`config.mk`:
```
export PLATFORM = sky130hd
export DESIGN_NAME = stack_arbiter
export DESIGN_NICKNAME = d
export VERILOG_FILES = /design/src/rtl/stack_ctrl_pkg.sv /design/src/rtl/rr_arb2.sv /design/src/rtl/stack_arbiter.sv
export SDC_FILE = /design/constraint.sdc
export NUM_CORES = 1
export LEC_CHECK = 0
export BUFFER_PORTS_ARGS = -buffer_cell sky130_fd_sc_hd__buf_2
export CAP_MARGIN = 10
export CORE_MARGIN = 2
export CORE_UTILIZATION = 29
export DETAILED_ROUTE_END_ITERATION = 6
export GPL_ROUTABILITY_DRIVEN = 0
export SYNTH_ARGS = -nofsm -noshare
export SYNTH_HDL_FRONTEND = slang
export SYNTH_SLANG_ARGS = --single-unit
```
`constraint.sdc`:
```
create_clock -name clk -period 2.9 [get_ports clk]
set_clock_uncertainty 0.15 [all_clocks]
set_input_delay 0.58 -clock clk [delete_from_list [all_inputs] [get_ports clk]]
set_output_delay 0.58 -clock clk [all_outputs]
set_load 0.01 [all_outputs]
```
`src/rtl/stack_ctrl_pkg.sv`:
```
// Shared encodings for the stack arbiter: FSM states and request opcodes.
package stack_ctrl_pkg;
  typedef enum logic [1:0] {IDLE, ISSUE, WAIT, RESP} state_t;
  localparam logic OP_PUSH = 1'b0;
  localparam logic OP_POP  = 1'b1;
endpackage

```
`src/rtl/rr_arb2.sv`:
```
// Two-way round-robin arbiter; the pointer flips to the loser after each grant.
module rr_arb2 (
  input  logic       clk,
  input  logic       reset,
  input  logic [1:0] req,
  input  logic       advance,
  output logic [1:0] grant
);
  logic ptr; // 0 favours r0, 1 favours r1

  always_comb begin
    grant = 2'b00;
    case (req)
      2'b01:   grant = 2'b01;
      2'b10:   grant = 2'b10;
      2'b11:   grant = ptr ? 2'b10 : 2'b01;
      default: grant = 2'b00;
    endcase
  end

  always_ff @(posedge clk) begin
    if (reset)                    ptr <= 1'b0;
    else if (advance && |grant)   ptr <= grant[0];
  end
endmodule

```
`src/rtl/stack_arbiter.sv`:
```
// Shares one hardware stack between two requesters, sequencing the stack strobes
// and rejecting overflow/underflow so the stack never sees an illegal access.
module stack_arbiter
  import stack_ctrl_pkg::*;
#(
  parameter int DEPTH = 16,
  parameter int WIDTH = 32,
  localparam int CW   = $clog2(DEPTH + 1)
) (
  input  logic             clk,
  input  logic             reset,
  input  logic             r0_req,
  input  logic             r0_op,
  input  logic [WIDTH-1:0] r0_wdata,
  output logic             r0_ack,
  output logic [WIDTH-1:0] r0_rdata,
  output logic             r0_err,
  input  logic             r1_req,
  input  logic             r1_op,
  input  logic [WIDTH-1:0] r1_wdata,
  output logic             r1_ack,
  output logic [WIDTH-1:0] r1_rdata,
  output logic             r1_err,
  output logic             stk_write_en,
  output logic             stk_read_en,
  output logic [WIDTH-1:0] stk_data_in,
  input  logic [WIDTH-1:0] stk_data_out,
  output logic [CW-1:0]    count,
  output logic             full,
  output logic             empty
);
  state_t           state, state_nxt;
  logic [1:0]       grant;
  logic             grant_now, sel, op_sel, op_q, gnt_q, err_q;
  logic             we_q, re_q;
  logic [WIDTH-1:0] wdata_sel, din_q, rdata_q;

  rr_arb2 u_arb (
    .clk     (clk),
    .reset   (reset),
    .req     ({r1_req, r0_req}),
    .advance (grant_now),
    .grant   (grant)
  );

  assign grant_now = (state == IDLE) && |grant;
  assign sel       = grant[1];
  assign op_sel    = sel ? r1_op : r0_op;
  assign wdata_sel = sel ? r1_wdata : r0_wdata;

  always_comb begin
    state_nxt = state;
    case (state)
      IDLE:    if (grant_now) state_nxt = ISSUE;
      ISSUE:   state_nxt = re_q ? WAIT : RESP;
      WAIT:    state_nxt = RESP;
      RESP:    state_nxt = IDLE;
      default: state_nxt = IDLE;
    endcase
  end

  always_ff @(posedge clk) begin
    if (reset) state <= IDLE;
    else       state <= state_nxt;
  end

  // Legality is decided at grant so the strobes leave a register in ISSUE;
  // count cannot move between grant and ISSUE, so the decision still holds.
  always_ff @(posedge clk) begin
    if (reset) begin
      gnt_q   <= 1'b0;
      op_q    <= OP_PUSH;
      err_q   <= 1'b0;
      we_q    <= 1'b0;
      re_q    <= 1'b0;
      din_q   <= '0;
      rdata_q <= '0;
      count   <= '0;
    end else begin
      we_q  <= 1'b0;
      re_q  <= 1'b0;
      din_q <= '0;
      if (grant_now) begin
        gnt_q   <= sel;
        op_q    <= op_sel;
        rdata_q <= '0;
        err_q   <= (op_sel == OP_PUSH) ? full : empty;
        we_q    <= (op_sel == OP_PUSH) && !full;
        re_q    <= (op_sel == OP_POP)  && !empty;
        din_q   <= ((op_sel == OP_PUSH) && !full) ? wdata_sel : '0;
      end
      if (we_q) count <= count + CW'(1);
      if (re_q) count <= count - CW'(1);
      if (state == WAIT) rdata_q <= stk_data_out;
    end
  end

  assign stk_write_en = we_q;
  assign stk_read_en  = re_q;
  assign stk_data_in  = din_q;
  assign full         = (count == CW'(DEPTH));
  assign empty        = (count == '0);

  assign r0_ack   = (state == RESP) && !gnt_q;
  assign r1_ack   = (state == RESP) &&  gnt_q;
  assign r0_rdata = r0_ack ? rdata_q : '0;
  assign r1_rdata = r1_ack ? rdata_q : '0;
  assign r0_err   = r0_ack && err_q;
  assign r1_err   = r1_ack && err_q;
endmodule

```
==> results of run 1 <==
[synthesized netlist by cell type, types with 2 or more instances]
| master | instances | area [um2] |
|---|---|---|
| o21ai_0 | 2 | 10.0 |
| inv_1 | 9 | 33.8 |
| a21oi_1 | 7 | 35.0 |
| a21oi_2 | 29 | 254 |
| clkbuf_1 | 19 | 71.3 |
| and2_1 | 35 | 219 |
| nand3_1 | 2 | 10.0 |
| a22oi_1 | 33 | 248 |
| and3_1 | 33 | 206 |
| o21ai_1 | 3 | 15.0 |
| ha_1 | 7 | 87.6 |
| o21a_1 | 2 | 15.0 |
| buf_6 | 3 | 33.8 |
| a31oi_1 | 2 | 12.5 |
| buf_2 | 7 | 35.0 |
| nand2_1 | 67 | 251 |
| nor3b_1 | 2 | 15.0 |
| nor2b_1 | 6 | 37.5 |
| nor2_1 | 41 | 154 |
| dfxtp_1 | 76 | 1520 |
[worst paths after layout]
kind	startpoint	to	slack, ns	depth (start not counted)
hold reg to reg	rdata_q[1]$_SDFFE_PP0P_	rdata_q[1]$_SDFFE_PP0P_	0.36	2
setup reg to reg	state[0]$_SDFFE_PP0P_	stk_data_in[2]$_SDFF_PP0_	0.95	7
setup / recovery	state[0]$_SDFFE_PP0P_	r0_rdata[11]	0.51	5
hold / removal	r1_wdata[8]	stk_data_in[8]$_SDFF_PP0_	0.34	3
[sequential cells by signal, indices dropped and copies added, names as in the netlist]
register and flops:
stk_write_en 1, err_q 1, stk_data_in 32, u_arb.ptr 1, stk_read_en 1, count 5
gnt_q 1, rdata_q 32, state 2
[layout make-up]
type / count / area, um2 / share of cell area [%]
multi-input combinational: 291 / 1770 / 35.6
tap: 143 / 179 / 3.60
clock buffer: 12 / 256 / 5.15
inverter: 9 / 33.8 / 0.679
timing repair buffer: 219 / 1120 / 22.5
clock inverter: 4 / 95.1 / 1.91
sequential: 76 / 1520 / 30.6
[logic make-up (layout without fill, tap and decap cells)]
kind of cell	count (synthesis)	after routing	synth area share, %
xor+xnor	1	1	0.253
simple gates	194	194	27.9
fa+ha+maj	8	8	3.11
compound gates	87	87	19.4
flops	76	76	43.9
buf+inv	39	244	5.13
mux	1	1	0.289
[routing by layer]
| metal | part of all wire [%] | global-route usage [%] |
|---|---|---|
| met1 | 43 | 18.5 |
| met2 | 45 | 24.9 |
| met3 | 10 | 5.09 |
| met4 | 1.5 | 6.34 |
| met5 | 0 | 0 |
[per-stage QoR]
stage | power [W] | hold WS [ns]
detailed placement | 0.00222 | 0.344
CTS | 0.00354 | 0.324
global route | 0.00371 | 0.333
finish | 0.00348 | 0.342
floorplan | 0.00191 | 0.321
global placement | 0.00219 | 0.345
[cells in the final DEF (no fill, tap or decap), drive strengths merged, types with 2 or more instances in the layout]
master	instances
nand2	67
dfxtp	76
nand3	3
ha	7
a211oi	2
clkbuf	12
and2	35
buf	219
o21ai	5
a31oi	2
nor2	41
a22oi	33
bufinv	3
nor4	2
nor2b	6
o21a	2
a21oi	36
nor3b	2
inv	9
and3	33
[critical path, delay by kind of cell (launching register included)]
kind	cells	cell delay, ns
adders and majority gates	1	0.19
buffers and inverters	2	0.42
DFF	1	0.40
and+or+nand+nor	2	0.31
[power by group]
| group | switching, W | internal, W |
|---|---|---|
| clock network | 0.000407 | 0.000886 |
| registers | 0.0000967 | 0.00119 |
| logic | 0.000567 | 0.000337 |
==> results.json, run 1 <==
{
  "post_dp_cell_area_mm2": 0.00462,
  "slew_viol_final": 0,
  "cts_tree": "built",
  "leakagePower_nw": 2.62,
  "critical_path.max_stage_delay_ns": 0.40,
  "overflow": 0,
  "layout-drive-gt1-share_pct": 44.0,
  "synth_edf_count": 0,
  "ir_drop_uv": 316,
  "grt_util_all_layers_pct": 15.3,
  "postCtsSetupRepairBufs": 0,
  "rsz0062_at_grt": "no",
  "detail_route.first_pass.iterations": 7,
  "dp.cells": 738,
  "tns_ns": 0,
  "drtIter0Drc": 213,
  "root_buffer": "clkbuf_16",
  "post_drt_wl_per_cell_um": 12.8,
  "drc": 18,
  "slowest_stage": "dfxtp_1",
  "clockBufferDepth": 2,
  "final.min_clock_period_ns": 2.39,
  "clk_latency_ns": 0.33,
  "cts_max_level": 3,
  "num_vias": 3492,
  "crit_type": "reg -> out",
  "cp_max_fo": 34,
  "antenna_cells": 0,
  "synth-async-reset-ratio_pct": 0,
  "ys_types": 41,
  "final_core_util_pct": 43.2,
  "final_cells": 754,
  "post-route-cell-area_mm2": 0.00498,
  "start_util_pct": 30.1,
  "p_per_area_mw_per_mm2": 700,
  "synthesis.nets": 516,
  "crit_path_end_kind": "primary output",
  "critPathLaunchType": "register",
  "max_slew_margin_pct": 60.3,
  "synth_area_mm2": 0.00346,
  "antenna_found_initial": 0,
  "final_hold_viol_count": 0,
  "synthFlopType": "dfxtp_1",
  "cap_violations": 0,
  "cp.arrival_ns": 1.66,
  "ys_seq_elements": 76,
  "area_delta_synth_final_pct": 43.7,
  "io_buffers": 210,
  "ant_nets": 0,
  "core_mm2": 0.0115,
  "setup_ws_ns": 0.514,
  "cts_resized": 0,
  "violations": "design-rule violations",
  "cp.required_ns": 2.17,
  "io_pins": 211,
  "setup_viol_count_final": 0,
  "synth_warnings": 0,
  "die_x_um": 113,
  "status": "finished, violations left",
  "grt_max_degree": 41,
  "die_h_um": 113,
  "wl_mm": 9.67,
  "num_rows": 39,
  "max_freq_mhz": 419,
  "die_area_mm2": 0.0128,
  "grt_pass1_vias": 3380,
  "tightestPinTransition_ns": 0.593,
  "path_clk_slew_ns": 0.06,
  "hold_buffers": 0,
  "grt_first_pass_wirelength_mm": 15.9,
  "hp-class": "in -> reg",
  "cts-buffers-inserted": 9,
  "pre_cts_slack_ns": 0.869,
  "hpwlAfterDp_mm": 7.11,
  "nets": 716,
  "fillers": 1156,
  "clock-sinks": 76,
  "finalCritPeriodShare_pct": 82.3,
  "ys_seq_area_share_pct": 43.9,
  "syn_area_per_cell_um2": 8.53,
  "critical_path.cell_chain": "ha_1 > nor2b_1 > buf_4 > and2_1 > buf_2",
  "vias_per_cell": 4.63,
  "synth_cells": 406
}
(Power assumes the default switching activity.)
==> inputs of run 2 (changes only) <==
clock period = 2.15 ns   (was 2.9 ns; I/O delays follow)
==> results.json, run 2 (synthesized netlist as in run 1, its figures left out) <==
{
  "status": "finished, violations left",
  "violations": "design-rule violations",
  "drtIter0Drc": 164,
  "wl_met1_mm": 4.20,
  "clock-sinks": 76,
  "num_rows": 39,
  "path_clk_slew_ns": 0.06,
  "cp.required_ns": 1.57,
  "cts_max_level": 3,
  "tightestPinTransition_ns": 0.497,
  "core_mm2": 0.0115,
  "clk_latency_ns": 0.33,
  "power.total_w": 0.00487,
  "min_path_cells": 3,
  "leakagePower_nw": 2.71,
  "dr_wl_met2_mm": 4.87,
  "ant_nets": 0,
  "grt_max_degree": 36,
  "finalCritPeriodShare_pct": 98.2,
  "detail_route.first_pass.iterations": 7,
  "post_dp_cell_area_mm2": 0.00466,
  "crit_family": "buffers and inverters",
  "cap_violations": 0,
  "crit_type": "reg -> out",
  "io_buffers": 210,
  "area_delta_synth_final_pct": 50.9,
  "cts_tree": "built",
  "fin_hold_ws_ns": 0.192,
  "wl_met3_mm": 1.07,
  "grt_util_all_layers_pct": 15.0,
  "p_per_area_mw_per_mm2": 932,
  "drc": 18,
  "slew_viol_final": 0,
  "setup_viol_count_final": 0,
  "dr.max_layer_used": "met4",
  "critical_path.cell_chain": "ha_4 > nor2b_4 > buf_12 > clkbuf_16 > and2_1 > buf_2",
  "clockBufferDepth": 2,
  "max_slew_margin_pct": 66.7,
  "cp_max_fo": 5,
  "slowest_stage": "dfxtp_4",
  "layout-drive-gt1-share_pct": 48.1,
  "cp.arrival_ns": 1.53,
  "antenna_found_initial": 1,
  "ir_drop_uv": 422,
  "final.min_clock_period_ns": 2.11,
  "start_util_pct": 30.1,
  "wl_mm": 10.4,
  "cp.depth": 6,
  "die_h_um": 113,
  "die_x_um": 113,
  "max_freq_mhz": 474,
  "post-route-cell-area_mm2": 0.00523,
  "overflow": 0,
  "hpwlAfterDp_mm": 7.22,
  "io_pins": 211,
  "final_common_cell": "buf_2",
  "num_vias": 3585,
  "critPathLaunchType": "register",
  "final_cell_mix": "buf_2 (202), dfxtp_1 (74), nand2_1 (67)",
  "r2r_cells": 6,
  "hold_buffers": 0,
  "crit_path_end_kind": "primary output",
  "root_buffer": "clkbuf_16",
  "antenna_cells": 0,
  "grt_pass1_vias": 3427,
  "die_area_mm2": 0.0128,
  "cts-buffers-inserted": 9,
  "rsz0062_at_grt": "yes",
  "post_drt_wl_per_cell_um": 13.7,
  "grt_first_pass_wirelength_mm": 15.6,
  "path_buf_inv": 3,
  "vias_per_cell": 4.71,
  "critical_path.max_stage_delay_ns": 0.36,
  "hp-class": "in -> reg",
  "nets": 723,
  "final_hold_viol_count": 0
}
## run 2: changes by cell type in the layout (fill, tap and decap cells not counted), moves of 2 or more
| cell | previous run | this run |
|---|---|---|
| and2_1 | 35 | 19 |
| and2_4 | 0 | 16 |
| buf_6 | 0 | 10 |
| buf_2 | 210 | 202 |
| buf_12 | 0 | 3 |
| clkbuf_16 | 9 | 11 |
| dfxtp_1 | 76 | 74 |
| dfxtp_4 | 0 | 2 |
## run 2: tightest hold or removal path, delay by kind of cell
kind | cells | cell delay (ns)
buf+inv | 1 | 0.09
simple gates | 1 | 0.05
compound gates | 1 | 0.05
## run 2: path summary, 6_finish.rpt
kind                           startpoint                   endpoint  slack, ns
setup / recovery    state[0]$_SDFFE_PP0P_                r0_rdata[2]       0.04
hold / removal                r0_wdata[2]  stk_data_in[2]$_SDFF_PP0_       0.19
setup reg to reg   stk_read_en$_SDFF_PP0_      count[4]$_SDFFE_PP0P_       0.30
hold reg to reg   rdata_q[1]$_SDFFE_PP0P_    rdata_q[1]$_SDFFE_PP0P_       0.36
## run 2: where the power goes
| part | leakage [nW] | internal (W) | switching [W] |
|---|---|---|---|
| combinational | 1.92 | 0.000557 | 0.000810 |
| sequential | 0.619 | 0.00162 | 0.000142 |
| clock | 0.169 | 0.00116 | 0.000583 |
| total | 2.71 | 0.00334 | 0.00153 |
## run 2: area by class of cell
cell class	instances	area (um2)
timing repair buffer	226	1300
multi-input combinational	291	1830
tap	143	179
sequential	76	1530
clock inverter	6	111
fill	1151	6290
clock buffer	10	239
inverter	9	33.8
## run 2: layer usage
| metal | global-route usage [%] | vias to the layer above |
|---|---|---|
| li1 | - | 1792 |
| met1 | 15.8 | 1603 |
| met2 | 25.5 | 174 |
| met3 | 6.05 | 16 |
| met4 | 8.46 | 0 |
| met5 | 0 | - |
## run 2: what timing repair did
action,in CTS,in global routing
gates resized for setup,1,31
pin swaps,0,4
gates cloned,0,4
setup endpoints to repair,33,67
setup buffers,0,2
## run 2: metrics by stage
step	TNS, ns	instances	util (%)	setup slack (ns)
2_1_floorplan	0	406	-	0.195
3_3_place_gp	0	739	40.4	0.349
3_5_place_dp	0	739	40.4	0.296
4_1_cts	0	755	43.5	0.00514
5_1_grt	-0.306	761	45.4	-0.0235
6_report	0	761	45.4	0.0388
==> inputs of run 3 (changes only) <==
ABC_AREA = 1   (was unset)
REMOVE_ABC_BUFFERS = 1   (was unset)
==> results.json, run 3 <==
{
  "status": "completed",
  "grt_util_all_layers_pct": 15.0,
  "seqPwrFrac_pct": 38.4,
  "multi_input_area_mm2": 0.00163,
  "fin_hold_ws_ns": 0.204,
  "critPathLaunchType": "register",
  "max_slew_margin_pct": 65.4,
  "overflow": 0,
  "synthFlopType": "dfxtp_1",
  "drtIter0Drc": 193,
  "die_area_mm2": 0.0130,
  "finalCritPeriodShare_pct": 95.2,
  "final_cell_mix": "buf_2 (210), nand2_1 (113), nor2_1 (75)",
  "slew_viol_final": 0,
  "die_h_um": 114,
  "fillers": 1240,
  "synth_top_area_share_pct": 43.4,
  "clk_latency_ns": 0.32,
  "ys_seq_elements": 76,
  "cts-buffers-inserted": 9,
  "synth_common_cells": "nand2_1 (113), dfxtp_1 (76), nor2_1 (76)",
  "synth_area_leader_cell": "dfxtp_1",
  "netSwitchingPower_w": 0.00167,
  "synth_area_mm2": 0.00351,
  "synth-async-reset-ratio_pct": 0,
  "die_x_um": 114,
  "synth_edf_count": 0,
  "critPathLaunch": "state[0]$_SDFFE_PP0P_",
  "ys_types": 24,
  "wl_mm": 10.1,
  "detail_route.first_pass.iterations": 5,
  "p_per_area_mw_per_mm2": 936,
  "root_buffer": "clkbuf_16",
  "grt_pass1_vias": 3434,
  "max_freq_mhz": 489,
  "clockBufferDepth": 2,
  "vias_per_cell": 4.44,
  "antenna_found_initial": 0,
  "antenna_cells": 0,
  "tns_ns": 0,
  "pwr-share-comb_pct": 32.4,
  "synth-compound-area-share_pct": 14.9,
  "intPower_w": 0.00298,
  "syn_area_per_cell_um2": 7.13,
  "tightestPinTransition_ns": 0.519,
  "synth_warnings": 0,
  "io_pins": 211,
  "synth_fa_ha_area_share_pct": 3.07,
  "r2r_start": "stk_read_en$_SDFF_PP0_",
  "path_clk_slew_ns": 0.06,
  "synthXorXnorAreaFrac_pct": 0.250,
  "grt_max_degree": 37,
  "drc": 0,
  "clkPwrFrac_pct": 29.1,
  "clock-sinks": 76,
  "num_vias": 3745,
  "min_from": "r1_wdata[1]",
  "synth_most_common_cell": "nand2_1",
  "synth_cells": 492,
  "final.min_clock_period_ns": 2.05,
  "ys_seq_area_share_pct": 43.4,
  "postCtsSetupRepairBufs": 0,
  "area_delta_synth_final_pct": 41.7,
  "cts_tree": "built",
  "crit_type": "reg -> out",
  "netSwitchingFraction_pct": 35.9,
  "hpwlAfterDp_mm": 7.76,
  "nets": 802,
  "post_drt_wl_per_cell_um": 12.0,
  "hp-class": "in -> reg",
  "cts_max_level": 3,
  "rsz0062_at_grt": "no",
  "grt_first_pass_wirelength_mm": 15.7,
  "setup_viol_count_final": 0,
  "io_buffers": 210,
  "ant_nets": 0,
  "cp.arrival_ns": 1.47,
  "cp.required_ns": 1.57,
  "layout-drive-gt1-share_pct": 38.6,
  "seqCellArea_mm2": 0.00153,
  "synth_top_family_by_area": "simple AND/OR/NAND/NOR gates",
  "core_mm2": 0.0119,
  "leakagePower_nw": 2.42,
  "final_common_cell": "buf_2",
  "reg2reg_slack_ns": 0.34,
  "crit_path_end_kind": "primary output",
  "num_rows": 40,
  "yosys.area_share.simple_pct": 28.1,
  "cap_violations": 0,
  "final_hold_viol_count": 0,
  "yosys-mux-area-fraction_pct": 0,
  "cp_max_fo": 33,
  "synthTopCellsByArea": "dfxtp_1 (43%), nand2_1 (12%), nor2_1 (8.1%)",
  "start_util_pct": 29.5,
  "ir_drop_uv": 556
}
[run 3: cell types whose count changed after synthesis, sizes merged, moves of 9 or more]
cell | previous run | this run
a21oi | 36 | 72
a22oi | 33 | 0
and2 | 35 | 0
and3 | 33 | 0
clkbuf | 19 | 10
inv | 9 | 58
nand2 | 67 | 115
nand3 | 3 | 45
nor2 | 41 | 77
[run 3: metal layers]
metal	part of all wire [%]	track usage [%]	up-vias	wire length, um
met5	0	0	-	0
met4	0.64	3.90	0	65
met3	9.7	5.31	5	983
met2	44	25.7	180	4440
met1	46	17.7	1629	4610
li1	-	-	1931	-
[run 3: power by group through the flow]
stage | Sequential, W | Combinational (W) | Clock (W)
after global routing | 0.00181 | 0.00171 | 0.00147
after floorplan | 0.00183 | 0.000893 | 0
after detailed placement | 0.00180 | 0.00151 | 0
after global placement | 0.00179 | 0.00148 | 0
after CTS | 0.00178 | 0.00152 | 0.00140
final | 0.00179 | 0.00151 | 0.00136
[run 3: cells by family after synthesis]
kind of cell    count (synthesis)
xor+xnor                        1
flops                          76
simple gates                  240
buf+inv                        87
compound gates                 80
fa+ha+maj                       8
[run 3: area by class of cell]
cell class                 count  share of cell area, %
multi-input combinational    329                   32.8
sequential                    76                   30.7
timing repair buffer         218                   23.1
clock buffer                  14                   5.11
inverter                      58                   4.38
tap                          147                   3.70
clock inverter                 2                  0.201
[run 3: through the flow]
stage | worst slack (ns) | total power, W | instance area (um2) | std cells | util, %
final | 0.103 | 0.00466 | 4970 | 844 | 41.7
after global routing | 0.0221 | 0.00500 | 4970 | 844 | 41.7
after CTS | 0.0527 | 0.00471 | 4960 | 844 | 41.6
after detailed placement | 0.296 | 0.00332 | 4690 | 828 | 39.3
after global placement | 0.355 | 0.00327 | 4690 | 828 | 39.3
after floorplan | 0.0246 | 0.00272 | 3370 | 463 | -
[run 3: critical path, cell delays in order, from the launching register on]
cell     delay (ns)
dfxtp_4        0.36
ha_1           0.20
inv_1          0.06
nor2_2         0.04
inv_1          0.09
buf_12         0.19
nor2_1         0.06
buf_2          0.13
[run 3: path summary, 6_finish.rpt]
check                           cells past startpoint                         to
worst max-delay path                                7               r0_rdata[26]
worst min-delay path                                3  stk_data_in[1]$_SDFF_PP0_
worst max register to register                      8      count[4]$_SDFFE_PP0P_
worst min register to register                      2     u_arb.ptr$_SDFFE_PP0P_
[run 3: timing repair]
item | CTS | global route
hold endpoints to repair | 0 | 0
gates cloned | 0 | 0
hold buffers | 0 | 0
endpoints found under the setup margin | 33 | 16
gates resized for setup | 3 | 5
